[src/rtl/pipelined_adder.sv]
// pipelined_adder: two's-complement adder/subtractor split into STAGES
// carry-chained slices of SW = WIDTH/STAGES bits, one slice per stage,
// with valid/ready handshakes and a global advance enable.
//
// Ports:
//   clk, rst_n           clock, asynchronous active-low reset
//   in_valid / in_ready  operand handshake (in_ready is combinational)
//   a, b, cin, sub       operands; sub=1 computes a-b, cin ignored
//   out_valid/out_ready  result handshake
//   sum, cout, ovf       registered result, carry out, signed overflow
//
// WIDTH must be a multiple of STAGES, and STAGES must be 1..WIDTH.
module pipelined_adder #(
  parameter int unsigned WIDTH  = 32,
  parameter int unsigned STAGES = 4
) (
  input  logic             clk,
  input  logic             rst_n,
  input  logic             in_valid,
  output logic             in_ready,
  input  logic [WIDTH-1:0] a,
  input  logic [WIDTH-1:0] b,
  input  logic             cin,
  input  logic             sub,
  output logic             out_valid,
  input  logic             out_ready,
  output logic [WIDTH-1:0] sum,
  output logic             cout,
  output logic             ovf
);

  localparam int unsigned SW = WIDTH / STAGES;
  localparam int          NS = int'(STAGES);

  logic             adv;
  logic [WIDTH-1:0] b_eff;
  logic             c0;

  // The whole pipe moves together; it only stalls behind an unaccepted result.
  assign adv      = !out_valid || out_ready;
  assign in_ready = adv;

  // Subtraction as a + ~b + 1.
  assign b_eff = sub ? ~b : b;
  assign c0    = sub ? 1'b1 : cin;

  for (genvar s = 0; s < NS; s++) begin : g_st
    localparam int unsigned LO = s * SW;   // lowest bit resolved here
    localparam int unsigned HI = LO + SW;  // bits resolved after this stage

    logic [SW-1:0] op_a;
    logic [SW-1:0] op_b;
    logic          c_in;
    logic [SW:0]   slice;

    logic          vld_d, vld_q;
    logic          cy_q;
    logic [HI-1:0] res_d, res_q;

    // Operand slice source: primary inputs for the first stage, otherwise
    // the lowest still-unused slice carried by the previous stage.
    if (s == 0) begin : g_first
      assign op_a  = a[SW-1:0];
      assign op_b  = b_eff[SW-1:0];
      assign c_in  = c0;
      assign vld_d = in_valid;
      assign res_d = slice[SW-1:0];
    end else begin : g_next
      assign op_a  = g_st[s-1].g_up.ua_q[SW-1:0];
      assign op_b  = g_st[s-1].g_up.ub_q[SW-1:0];
      assign c_in  = g_st[s-1].cy_q;
      assign vld_d = g_st[s-1].vld_q;
      assign res_d = {slice[SW-1:0], g_st[s-1].res_q};
    end

    assign slice = {1'b0, op_a} + {1'b0, op_b} + {{SW{1'b0}}, c_in};

    // Valid, slice carry-out and the resolved low bits.
    always_ff @(posedge clk or negedge rst_n) begin
      if (!rst_n) begin
        vld_q <= 1'b0;
        cy_q  <= 1'b0;
        res_q <= '0;
      end else if (adv) begin
        vld_q <= vld_d;
        cy_q  <= slice[SW];
        res_q <= res_d;
      end
    end

    // Upper slices of a and b' still waiting for their stage.
    if (s < NS - 1) begin : g_up
      logic [WIDTH-HI-1:0] ua_d, ua_q;
      logic [WIDTH-HI-1:0] ub_d, ub_q;

      if (s == 0) begin : g_src_in
        assign ua_d = a[WIDTH-1:SW];
        assign ub_d = b_eff[WIDTH-1:SW];
      end else begin : g_src_prev
        assign ua_d = g_st[s-1].g_up.ua_q[WIDTH-LO-1:SW];
        assign ub_d = g_st[s-1].g_up.ub_q[WIDTH-LO-1:SW];
      end

      always_ff @(posedge clk or negedge rst_n) begin
        if (!rst_n) begin
          ua_q <= '0;
          ub_q <= '0;
        end else if (adv) begin
          ua_q <= ua_d;
          ub_q <= ub_d;
        end
      end
    end

    // Overflow: carry into the MSB (recovered from the MSB sum bit) XOR carry out.
    if (s == NS - 1) begin : g_last
      logic ovf_d, ovf_q;

      assign ovf_d = slice[SW] ^ (slice[SW-1] ^ op_a[SW-1] ^ op_b[SW-1]);

      always_ff @(posedge clk or negedge rst_n) begin
        if (!rst_n) begin
          ovf_q <= 1'b0;
        end else if (adv) begin
          ovf_q <= ovf_d;
        end
      end
    end
  end

  assign out_valid = g_st[NS-1].vld_q;
  assign sum       = g_st[NS-1].res_q;
  assign cout      = g_st[NS-1].cy_q;
  assign ovf       = g_st[NS-1].g_last.ovf_q;

endmodule

[config.mk]
export PLATFORM = sky130hd
export DESIGN_NAME = pipelined_adder
export DESIGN_NICKNAME = d
export VERILOG_FILES = /design/src/rtl/pipelined_adder.sv
export SDC_FILE = /design/constraint.sdc
export NUM_CORES = 1
export LEC_CHECK = 0
export ABC_AREA = 1
export BUFFER_PORTS_ARGS = -buffer_cell sky130_fd_sc_hd__buf_2
export CAP_MARGIN = 40
export CORE_ASPECT_RATIO = 1.2
export CORE_UTILIZATION = 25
export CTS_CLUSTER_DIAMETER = 40
export DETAILED_ROUTE_END_ITERATION = 8
export GPL_TIMING_DRIVEN = 1
export PLACE_DENSITY = 0.48
export SYNTH_ARGS = -nofsm -noshare
export SYNTH_HDL_FRONTEND = slang
export SYNTH_SLANG_ARGS = --single-unit
[constraint.sdc]
create_clock -name clk -period 2.4 [get_ports clk]
set_clock_uncertainty 0.2 [all_clocks]
set_input_delay 0.36 -clock clk [delete_from_list [all_inputs] [get_ports clk]]
set_output_delay 0.36 -clock clk [all_outputs]
set_load 0.05 [all_outputs]
==> metrics.csv <==
metric,value,unit
Highest Clock Rate,451,MHz
root buf cell,clkbuf_16,
syn_nets,1087,
"commonest non-fill, non-tap cell in the layout",nand2_1,
CP Buf/Inv Count,0,
peak supply drop,0.511,mV
final WL,20000,µm
Core Region,33300,µm²
RSZ-0062 raised after global routing,no,
Avg Vias per Cell,4.09,
final worst path period share,92.3,%
final hold violation count,0,
slew margin rel.,48.4,%
Post-Syn Area,8530,µm²
postcts setup bufs,0,
Mapped Cells,981,
wire per inst,12.7,µm
Initial Util,25.6,%
max-slew violations,0,
number of global-route vias before repair,6436,
"delay-heaviest family, CP",adder cells,
via count,6445,
Global Route Usage Sum,12.1,%
crit path DAT,2.38,ns
CP Class,reg -> reg,
CTS Sinks,185,
Worst-Skew Late Latency,0.44,ns
TritonCTS clock tree,done,
CP endpoint kind,flop,
layout cells sized above 1,15.0,%
Final Net Count,1219,
initial antenna violation count,4,
Antenna Violating Nets Remaining,0,
clock edge transition at the registers on the reported setup and hold paths,0.08,ns
Yosys Warn Count,0,
CP Cell Sequence,"fa_1, fa_1, nand3_1, nand3_1, nand2_1, nand2_1, nand2_1, nand3_1, a31oi_1",
Die Ht,204,µm
synth unique cells,30,
largest net degree at the start of global routing,144,
Worst EP required,2.57,ns
H-tree levels,4,
first-pass GRT wire length,32900,µm
maxcap violations,0,
Pleak,5.32,nW
worst-path maximum fanout,3,
grt ovf,0,
DRC Markers,0,
dpl hpwl,13300,µm
die area,34900,µm²
row count,73,
slew at the pin closest to its max-slew limit,0.773,ns
Crit path largest cell delay,0.46,ns
I/O Buffers,105,
most frequent cells in the layout,"nand2_1 (439), dfrtp_1 (185), buf_2 (104)",
"FF+latch count, synth",185,
CTS Buf Count,17,
CP Launch Type,flop,
I/O pin count,106,
DR pass1 iterations,4,
total power,13.9,mW
# fillers,3556,
Finish-stage setup viols,0,
minimum clock period,2.22,ns
Layout area overhead,23.7,%
DR iter-0 viols,316,
power per standard cell area,1320,nW/µm²
worst hold path type,in -> reg,
outcome,"complete, no violations",
CP max stage cell,fa_1,
GP Congestion,0.803,
CTS Buffer Depth,2,
sequential-to-total area share from yosys stat,54.3,%
Setup TNS,0,ns
Syn Area/Cell,8.69,µm²
DIE WIDTH,171,µm
==> state kept, by name, indices dropped and copies added (netlist names) <==
name,count
out_valid,1
g_st.vld_q,3
g_st.cy_q,3
ovf,1
g_st.g_up.ub_q,48
g_st.g_up.ua_q,48
cout,1
g_st.res_q,48
sum,32
==> Yosys cell counts (all sizes together) <==
master	instances	share of area (%)
clkbuf	17	0.75
o211ai	6	0.53
buf	27	2.1
inv	58	2.6
xor2	10	1.0
nand3	25	1.7
nor2	21	0.98
o22ai	2	0.15
a31oi	5	0.37
or2	8	0.59
o21ai	80	4.7
xnor2	28	2.9
clkinv	1	0.044
nand2	442	20
dfrtp	185	54
nand4	3	0.22
ha	28	4.1
and2	1	0.073
a21oi	26	1.6
fa	8	1.9
==> per-stage QoR <==
stage | std cells | setup WS (ns) | cell area, µm² | util (%) | hold slack, ns
global route | 1577 | 0.0192 | 10600 | 31.6 | 0.0210
detailed placement | 1508 | 0.00460 | 9590 | 28.8 | 0.156
CTS | 1576 | 0.0189 | 10500 | 31.6 | 0.000575
global placement | 1508 | 0.0318 | 9590 | 28.8 | 0.155
floorplan | 981 | 0.0223 | 8540 | - | -0.136
finish | 1577 | 0.184 | 10600 | 31.6 | 0.0195
==> layer usage <==
metal  GRT usage (%)  vias up  routed length, µm
li1                -     3337                  -
met1            15.6     2996               9470
met2            19.8       88               9680
met3            2.36       22                488
met4            5.15        2                363
met5               0        -                 13
==> power breakdown <==
group | total, mW | switching [mW] | leakage (nW) | internal, mW
registers | 5.25 | 0.747 | 2.24 | 4.50
logic | 5.77 | 3.86 | 2.80 | 1.91
clock network | 2.87 | 1.45 | 0.291 | 1.42
==> worst reg2reg max path: cells and delay by family (launching register included) <==
family                   cells  cell delay, ns
AND/OR/NAND/NOR              6            0.50
AO/OA/AOI/OAI                1            0.16
flip-flops                   1            0.41
adder cells (fa/ha/maj)      2            0.89
==> timing repair <==
action / CTS / global route
setup endpoints to repair: 0 / 1
hold buffers: 36 / 0
gates resized for setup: 0 / 1
hold endpoints to repair: 77 / 0
==> cells by family (layout without fill, tap and decap cells) <==
family                     after synthesis  in the layout  synth area share (%)
xor gates and xnor gates                38             38                  3.90
adders and majority gates               36             36                  5.99
and+or+nand+nor                        500            500                  23.1
DFF                                    185            185                  54.3
AOI/OAI and AO/OA                      119            119                  7.31
buffers and inverters                  103            248                  5.41
other                                    0              1                     0
==> cell type report <==
cell class	count	area (µm²)	area share [%]
Multi-Input combinational cell	693	3450	32.7
Clock buffer	17	425	4.03
Tap cell	450	563	5.34
Timing Repair Buffer	157	1090	10.3
Inverter	59	226	2.15
Antenna cell	1	2.50	0.0237
Clock inverter	15	168	1.59
Sequential cell	185	4630	43.9
==> final timing paths <==
kind	start	endpoint	slack, ns	cells after the start
worst max-delay path	g_st[1].cy_q	g_st[2].res_q[22]	0.18	9
worst min-delay path	b[18]	g_st[0].g_up.ub_q[10]	0.02	3
worst max register to register	g_st[1].cy_q	g_st[2].res_q[22]	0.18	9
worst min register to register	g_st[2].vld_q	out_valid	0.25	2
max in group asynchronous	rst_n	g_st[1].res_q[15]	1.14	3
min in group asynchronous	rst_n	g_st[0].g_up.ua_q[19]	0.24	2
Power figures use the tool's default switching activity.
